File: src/rtl/branch_resolver.sv
// rtl/branch_resolver.sv - in-order branch tracking FIFO between fetch, predictor and execute
// Captures predictor outputs, trains the predictor on resolve, and flushes younger branches on a mispredict.
module branch_resolver #(
    parameter int DEPTH = 8,
    parameter int CNT_W = 16
) (
    input  logic                       clk,
    input  logic                       rst_n,
    input  logic                       fetch_valid,
    output logic                       fetch_ready,
    output logic                       request,
    input  logic                       prediction,
    output logic                       pred_valid,
    output logic                       pred_taken,
    input  logic                       resolve_valid,
    input  logic                       resolve_taken,
    output logic                       result,
    output logic                       taken,
    output logic                       mispredict,
    output logic                       mispredict_taken,
    output logic                       resolve_error,
    output logic [$clog2(DEPTH+1)-1:0] occupancy,
    output logic [CNT_W-1:0]           branch_count,
    output logic [CNT_W-1:0]           mispredict_count
);
    localparam int AW = $clog2(DEPTH);
    localparam int OW = $clog2(DEPTH+1);

    logic [DEPTH-1:0] mem;
    logic [AW-1:0]    wr_ptr;
    logic [AW-1:0]    rd_ptr;
    logic [OW-1:0]    count;
    logic             pend;
    logic             empty;
    logic             head;
    logic             mis_now;

    assign empty       = (count == '0);
    assign head        = mem[rd_ptr];
    assign result      = resolve_valid && !empty;
    assign taken       = result && resolve_taken;
    assign mis_now     = result && (resolve_taken != head);
    assign occupancy   = count + OW'(pend);
    // A pop in this cycle does not count toward free space for fetch.
    assign fetch_ready = (occupancy < OW'(DEPTH)) && !mis_now;
    assign request     = fetch_valid && fetch_ready;
    // A pending capture that is about to be flushed is never reported.
    assign pred_valid  = pend && !mis_now;
    assign pred_taken  = pred_valid && prediction;

    always_ff @(posedge clk or negedge rst_n) begin
        if (!rst_n) begin
            mem              <= '0;
            wr_ptr           <= '0;
            rd_ptr           <= '0;
            count            <= '0;
            pend             <= 1'b0;
            branch_count     <= '0;
            mispredict_count <= '0;
            mispredict       <= 1'b0;
            mispredict_taken <= 1'b0;
            resolve_error    <= 1'b0;
        end else begin
            mispredict       <= mis_now;
            mispredict_taken <= mis_now && resolve_taken;
            resolve_error    <= resolve_valid && empty;
            if (result) begin
                branch_count <= branch_count + 1'b1;
            end
            if (mis_now) begin
                mispredict_count <= mispredict_count + 1'b1;
                wr_ptr           <= '0;
                rd_ptr           <= '0;
                count            <= '0;
                pend             <= 1'b0;
            end else begin
                pend <= request;
                if (pend) begin
                    mem[wr_ptr] <= prediction;
                    wr_ptr      <= wr_ptr + 1'b1;
                end
                if (result) begin
                    rd_ptr <= rd_ptr + 1'b1;
                end
                count <= count + OW'(pend) - OW'(result);
            end
        end
    end
endmodule

File: config.mk
export PLATFORM = sky130hd
export DESIGN_NAME = branch_resolver
export DESIGN_NICKNAME = d
export VERILOG_FILES = /design/src/rtl/branch_resolver.sv
export SDC_FILE = /design/constraint.sdc
export NUM_CORES = 1
export LEC_CHECK = 0
export ABC_AREA = 1
export BUFFER_PORTS_ARGS = -buffer_cell sky130_fd_sc_hd__buf_2
export CAP_MARGIN = 40
export CORE_AREA = 2 2 80 82
export CTS_CLUSTER_SIZE = 30
export DETAILED_ROUTE_END_ITERATION = 10
export DIE_AREA = 0 0 82 84
export HOLD_SLACK_MARGIN = 0.05
export PLACE_DENSITY_LB_ADDON = 0.1
export SETUP_SLACK_MARGIN = 0.05
export SYNTH_ARGS = -nofsm -noshare
export SYNTH_HDL_FRONTEND = slang
export SYNTH_SLANG_ARGS = --single-unit
File: constraint.sdc
create_clock -name clk -period 1.9 [get_ports clk]
set_clock_uncertainty 0.15 [all_clocks]
set_input_delay 0.285 -clock clk [delete_from_list [all_inputs] [get_ports clk]]
set_output_delay 0.285 -clock clk [all_outputs]
set_load 0.1 [all_outputs]
==> impl_summary.md, run 1 <==
Detailed routing
After detailed routing, the average wire length per cell comes to 13.5 um. The violation count after the first detailed-route iteration is 93. Dividing the detail-routed via count by the number of cells gives 5.05.

The DRC violations left is 0. The final layout contains routed wiring with a total length of 7.13 mm. The total via count after detailed routing is 2672. The count of nets left with antenna violations once routing finished came out at 0. The pre-antenna-repair detailed-routing pass consisted of 5 iterations.

Timing
The slew at the pin closest to its max-slew limit is 489 ps. The count of endpoints failing hold in the final timing report came to 0. Based on the critical path, the design can be clocked at up to 453 MHz. Of the available clock period, the critical path in the final layout requires 116%. Setup violations remaining at the end of the flow were counted as 39. The final setup slack of the worst path is -306 ps. The final max-slew violation count was 0. The relative max-transition margin is 67.6%. Setup repair after global routing could not meet its margin everywhere. The worst hold slack across all endpoints is 123 ps.

The final critical path time including I/O delays and setup is 2210 ps.

Power and ir drop
Dividing total power by cell area gives a power density of 1900 mW/mm2. The leakage power is 0.00201 uW. The sum of internal, switching and leakage power is 8030 uW. The worst voltage drop across the vdd grid is 1.28 mV.

Clocking
The clock transition at the registers of the reported paths is 100 ps. TritonCTS built the clock tree. For the worst-skew pair, the clock arrives at the later sink with an insertion delay of 310 ps. The maximum buffer depth of the clock tree is 2. The number of clock sinks seen by CTS is 54. The H-tree depth is 2.

In this run the clock root is driven by a clkbuf_8. The number of clock buffers inserted by TritonCTS is 5.

Synthesis
The net count after synthesis is 386. The share of synthesized area spent on multiplexers is 0%. The synthesized netlist devotes 2.34% of its cell area to compound gates. The synthesized design contains 0 enable-type register cells. Sequential cells were found to cover 45.1% of the synthesized design area. Summing the areas of all xor and xnor instances in the mapped netlist gives 9.35% of the synthesized area. Each instance of the synthesized netlist takes up on average 8.06 um2.

Of the total synthesized cell area, the portion taken by full adders, half adders and majority gates is 3.34%. The cell area after technology mapping is 0.00300 mm2. The count of yosys warnings during synthesis is 0. The commonest register cell after synthesis is dfrtp_1. After Yosys synthesis, and, or, nand and nor cells account for 30.6% of the synthesized area. The post-synthesis instance total is 372.

The dominant combinational cell family by area after synthesis is simple AND/OR/NAND/NOR gates. The proportion of synthesized flip-flops having asynchronous set or reset is 100%. The flip-flop and latch count after synthesis is 54. The number of distinct library cells after synthesis is 24.

Run status
The final reports fail on setup timing. The flow ran to the end, but the final reports show violations.

Floorplan
For this design the top-level I/O count stands at 51. The number of standard-cell rows in the floorplan is 29. The region available for standard cell placement spans 0.00610 mm2.

The initial standard-cell utilization of the core is 49.2%. The floorplan step defined a die boundary enclosing 0.00689 mm2. The die is 82 um wide. The die is 84 um tall.

Worst setup path
The cell occurring most often along the worst timing path is nand2_2. STA classifies the critical path endpoint as an output pin. The signal on the critical path passes through inv_4, nand2_2, nand3_2, nand3_2, nand2_2, nand2_2, nand3_4, nand2_4, nor2_4, buf_12. The type of the worst setup path is reg2out. Data arrives at the worst endpoint at 1770 ps. The beginning of the worst register-to-register path is rd_ptr[0]. Together, buffers and inverters on the worst path number 2. Among cell families on the critical path, the largest total delay comes from simple AND/OR/NAND/NOR gates.

On the worst path, the slowest cell contributes a delay of 470 ps. At the worst endpoint, the required time is 1460 ps. The critical path starts at rd_ptr[0]. The critical-path cell with the highest stage delay is dfrtp_2.

The category of the worst setup path launch point is a flop. In this run the worst path has a maximum fanout of 6.

Placed design
The HPWL after detailed placement is 4.67 mm. The number of placed cells counting well taps is 501. Port buffering added 50 buffers. The congestion estimate from routability-driven global placement came to 0.806. After detailed placement, the total cell area comes to 0.00372 mm2.

Global route
The initial antenna violation count is 0. Summed over all layers, the global routing overflow is 0. Entering global routing, the biggest net connects 55 pins.

The via count of the first global-routing pass is 2485. The overall routing resource usage is 20.9%. The wire length of the first global-routing pass is 11.3 mm.

Layout
In the final layout, the share of cells above drive strength 1 is 36.3%. The utilization after layout is 69.2%. The number of inserted diodes is 0. The final standard cell count with taps included and fillers excluded is 529. After filler insertion, the fill cell instance count of the layout stands at 495. The finished layout cell area is 0.00422 mm2.

The layout overhead on the synthesized area is 40.7%. The layout net count is 465.

Run
The number of maximum-capacitance violations is 0.

Min path
The worst hold path begins at fetch_valid. The tightest min-delay check is of the in2reg type.
## worst register-to-register path, delay by kind of cell (launching register included)
family          cells  cell delay (ps)
simple gates        7              490
compound gates      1               60
flops               1              470
buf+inv             6              820
## sequential cells by signal, summed over array words and instances, names as in the netlist
name and count:
mem 8, mispredict_taken 1, pend 1, resolve_error 1, mispredict_count 16, mispredict 1, rd_ptr 3, count 4
wr_ptr 3, branch_count 16
## layout make-up
| cell class | count | area [um2] | area share [%] |
|---|---|---|---|
| Clock inverter | 2 | 37.5 | 0.890 |
| Sequential cell | 54 | 1400 | 33.1 |
| Timing Repair Buffer | 83 | 822 | 19.5 |
| Multi-Input combinational cell | 257 | 1580 | 37.5 |
| Tap cell | 77 | 96.3 | 2.28 |
| Clock buffer | 6 | 72.6 | 1.72 |
| Inverter | 50 | 209 | 4.96 |
## repair_timing
action,4_1_cts,5_1_grt
hold buffers,2,0
hold endpoints to repair,55,0
resized for setup,14,28
endpoints found under the setup margin,10,43
setup buffers,6,9
pin swaps,4,14
gates cloned,2,3
## metrics by stage
| stage | setup WS (ps) | setup TNS (ps) |
|---|---|---|
| after floorplan | -433 | -1040 |
| after global placement | 66.0 | 0 |
| after detailed placement | 30.9 | 0 |
| after CTS | -243 | -1130 |
| after global routing | -386 | -9270 |
| final | -306 | -6000 |
## routing by layer
metal,up-vias,track usage (%),part of all wire (%)
met5,-,0,0
met4,0,5.00,1.3
met3,10,3.68,4.0
met2,54,34.7,50
met1,1276,28.2,45
li1,1332,-,-
## final timing paths
| kind | slack (ps) | endpoint | depth (start not counted) |
|---|---|---|---|
| max | -310 | pred_taken | 10 |
| min | 120 | pend | 3 |
| max reg2reg | -190 | wr_ptr[1] | 14 |
| min reg2reg | 330 | mem[4] | 2 |
| max in group asynchronous | 980 | branch_count[0] | 3 |
| min in group asynchronous | 330 | branch_count[15] | 3 |
## placed cells by master, fill, tap and decap left out, types with 3 or more instances in the layout
master and count:
nand3_4 3, inv_2 5, buf_6 3, nor2_4 5, nand4_1 13, xnor2_1 10
o21ai_0 7, nand2_1 95, xor2_1 19, buf_12 15, dfrtp_2 25, dfrtp_4 4
inv_1 41, nand3_1 25, ha_1 4, nor3_1 20, nand2_2 10, o21ai_1 7
ha_4 4, nand3_2 8, clkbuf_8 5, dfrtp_1 25, buf_2 40, nor2_1 17
buf_4 17
## kinds of logic (layout without fill, tap and decap cells)
| logic type | after synthesis | count (layout) |
|---|---|---|
| buffers and inverters | 61 | 141 |
| AOI/OAI and AO/OA | 14 | 14 |
| and+or+nand+nor | 203 | 203 |
| adders and majority gates | 8 | 8 |
| xor gates and xnor gates | 32 | 32 |
| DFF | 54 | 54 |
## synth_stat cells, types with 2 or more instances
cell      instances  area, um2
nand2_1         106        398
dfrtp_1          54       1350
inv_1            47        176
nand3_1          33        165
nor2_1           20       75.1
nor3_1           20        100
xor2_1           20        175
nand4_1          13       81.3
o21ai_0          12       60.1
xnor2_1          12        105
ha_1              8        100
buf_6             6       67.6
inv_2             3       11.3
nand3_2           3       30.0
buf_2             2       10.0
nand3b_1          2       15.0
nor2_4            2       22.5
o21ai_1           2       10.0
or2_2             2       12.5
## report_power, final
group | switching, uW | internal (uW) | total [uW]
combinational | 3530 | 1860 | 5390
clock | 382 | 394 | 776
sequential | 336 | 1530 | 1870
Power figures use the tool's default switching activity.
==> run 2, diff against run 1 <==
- CTS_BUF_LIST: unset -> sky130_fd_sc_hd__clkbuf_16
==> run 2 against run 1 <==
Against the previous run: sequential power about the same; cell count down 0.95%; combinational power down 2%; sequential cell count unchanged; design area down 0.62%; the run still ends with setup timing left; core utilization down 0.43 points; routed wire length up 1.0%.
==> impl_summary.md, run 2 (synthesis results as in run 1) <==
Worst setup path
Cell chain of the critical path: inv_4, nand2_1, nand3_2, nand3_4, nand2_2, nand2_2, nand3_4, nand2_4, nor2_4, buf_12 (was inv_4, nand2_2, nand3_2, nand3_2, nand2_2, nand2_2, nand3_4, nand2_4, nor2_4, buf_12). The signal arrival time at the worst endpoint is 1740 ps (was 1770 ps). The critical path endpoint category is an output pin (unchanged). The largest driver fanout on the critical path is 6 (unchanged). The critical-path cell with the highest stage delay was dfrtp_2 (unchanged). The category of the worst setup path launch point is a flop (unchanged).

The kind of cell adding the most delay to the critical path is simple AND/OR/NAND/NOR gates (unchanged). The number of buffers and inverters on the critical path is 2 (unchanged). The slack of the worst reg-to-reg path is -210 ps (was -190 ps). The highest cell delay on the worst timing path was 460 ps (was 470 ps). The type of the worst setup path is reg2out (unchanged). The worst endpoint required time came to 1460 ps (about the same).

Detailed routing
The DRC violations left is 0 (unchanged). The violation count after the first detailed-route iteration is 111 (was 93). The number of nets still failing antenna checks after routing is 0 (unchanged). The overall routed net length came to 7.20 mm (was 7.13 mm).

The via density per instance was 5.10 (was 5.05). The routed wirelength normalized by instance count is 13.7 um (was 13.5 um). The total via count after detailed routing is 2671 (was 2672). The number of iterations in the first detailed-routing pass is 4 (was 5).

Layout
Registers with the most flip-flops: branch_count: 16 flops, mispredict_count: 16 flops, mem: 8 flops (unchanged). The layout net count is 460 (was 465). The layout filler cell count is 503 (was 495). Commonest cells after routing, fill and taps aside: 100 x nand2_1, 41 x inv_1, 40 x buf_2 (was 95 x nand2_1, 41 x inv_1, 40 x buf_2). The final standard cell count with taps included and fillers excluded is 524 (was 529). The commonest non-fill, non-tap cell in the layout is nand2_1 (unchanged). The layout overhead on the synthesized area is 39.8% (was 40.7%). The fraction of layout instances using a drive strength above 1 is 34.5% (was 36.3%). The number of inserted diodes is 0 (unchanged).

Placed design
The number of placed cells counting well taps came to 501 (unchanged). The routability congestion estimate from global placement is 0.806 (unchanged). The estimated wirelength of the detail-placed design is 4.67 mm (unchanged). The number of I/O port buffers is 50 (unchanged).

Global route
The overall overflow remaining after global route is 0 (unchanged). The largest net degree at the start of global routing is 55 (unchanged). The overall routing resource usage came to 21.4% (was 20.9%).

The wire length of the first global-routing pass is 11.4 mm (was 11.3 mm). The via count of the first global-routing pass is 2473 (was 2485). The initial antenna violation count was 0 (unchanged).

Timing
The count of endpoints failing hold in the final timing report was 0 (unchanged). The share of the clock period used by the worst path is 115% (was 116%). The final max-slew violation count is 0 (unchanged).

RSZ-0062 raised after global routing: yes (unchanged). The fmax was 459 MHz (was 453 MHz). The relative max-transition margin is 67.6% (about the same).

The final critical path time including I/O delays and setup is 2180 ps (was 2210 ps). The final setup slack of the worst path came to -277 ps (was -306 ps). The slew at the pin closest to its max-slew limit is 490 ps (was 489 ps). The number of endpoints failing setup at the final stage is 40 (was 39).

Clocking
The H-tree depth is 2 (unchanged). The maximum buffer depth of the clock tree is 2 (unchanged). The clock transition at the registers of the reported paths is 70 ps (was 100 ps).

The CTS tree is done (unchanged). The clock tree root driver cell is clkbuf_16 (was clkbuf_8). The number of clock sinks seen by CTS came to 54 (unchanged). The clock network latency to the later pin of the worst-skew pair was 290 ps (was 310 ps). The number of clock buffers inserted by TritonCTS came to 5 (unchanged).

Power and ir drop
The leakage power is 0.00200 uW (was 0.00201 uW). The worst voltage drop across the vdd grid is 1.27 mV (was 1.28 mV). The sum of internal, switching and leakage power is 8190 uW (was 8030 uW).

The power density of the placed cells is 1960 mW/mm2 (was 1900 mW/mm2).

Floorplan
The number of standard-cell rows in the floorplan came to 29 (unchanged). The vertical die dimension came to 84 um (unchanged). The I/O pin count is 51 (unchanged). The horizontal die dimension was 82 um (unchanged). The initial standard-cell utilization of the core is 49.2% (unchanged). The core area was 0.00610 mm2 (unchanged). The full die area is 0.00689 mm2 (unchanged).

Run status
Violations in the final reports: setup timing (unchanged). Outcome: finished, violations left (unchanged).

Min path
The worst hold-check path type is in2reg (unchanged).

Run
The number of maximum-capacitance violations is 0 (unchanged).
-- run 2: what timing repair did --
action	in CTS	in global routing
hold buffers	1	0
setup buffers	6	6
setup endpoints to repair	9	43
pin swaps	4	11
endpoints found under the hold margin	54	0
gates cloned	2	2
gates resized for setup	12	20
-- run 2: worst reg2reg max path, stage by stage, from the launching register on --
cell and delay (ps):
dfrtp_2 460, inv_4 100, nand2_1 80, nand3_2 90
nand3_4 80, nand3_2 110, nand3_4 110, buf_4 150
buf_4 130, buf_12 130, inv_8 70, bufbuf_16 250
nand3_1 60, nand2_1 70
-- run 2: path summary, 6_finish.rpt --
check	from	endpoint	cells past startpoint
setup reg to reg	rd_ptr[0]	mispredict_count[6]	13
hold reg to reg	mem[0]	mem[0]	2
hold / removal	resolve_valid	resolve_error	3
min in group asynchronous	rst_n	branch_count[15]	3
max in group asynchronous	rst_n	mispredict_count[1]	3
setup / recovery	rd_ptr[0]	pred_taken	10
-- run 2: area by class of cell --
cell class	count	area, um2	area share (%)
Clock buffer	5	125	2.99
Sequential cell	54	1400	33.4
Clock inverter	3	41.3	0.985
Tap cell	77	96.3	2.30
Inverter	50	204	4.87
Multi-Input combinational cell	257	1570	37.5
Timing Repair Buffer	78	754	18.0
-- run 2: where the power goes --
| part | internal, uW | switching (uW) |
|---|---|---|
| Sequential | 1530 | 329 |
| Combinational | 1780 | 3510 |
| Clock | 618 | 421 |
-- run 2: layer usage --
layer	up-vias	share of wire [%]	wire, um	track usage (%)
met5	-	0	0	0
met4	0	1.4	103	5.45
met3	12	4.4	320	4.11
met2	61	50	3600	34.9
met1	1272	44	3180	28.9
li1	1326	-	-	-
-- run 2: metrics by stage --
step | instance area, um2 | setup TNS, ps | utilization [%] | setup WS (ps) | hold slack [ps]
after floorplan | 3210 | -1040 | - | -433 | -161
after global placement | 3720 | 0 | 61.1 | 66.0 | 158
after detailed placement | 3720 | 0 | 61.1 | 30.9 | 155
after CTS | 4030 | -962 | 66.1 | -211 | 73.7
after global routing | 4190 | -9210 | 68.7 | -378 | 84.0
final | 4190 | -4970 | 68.7 | -277 | 76.7
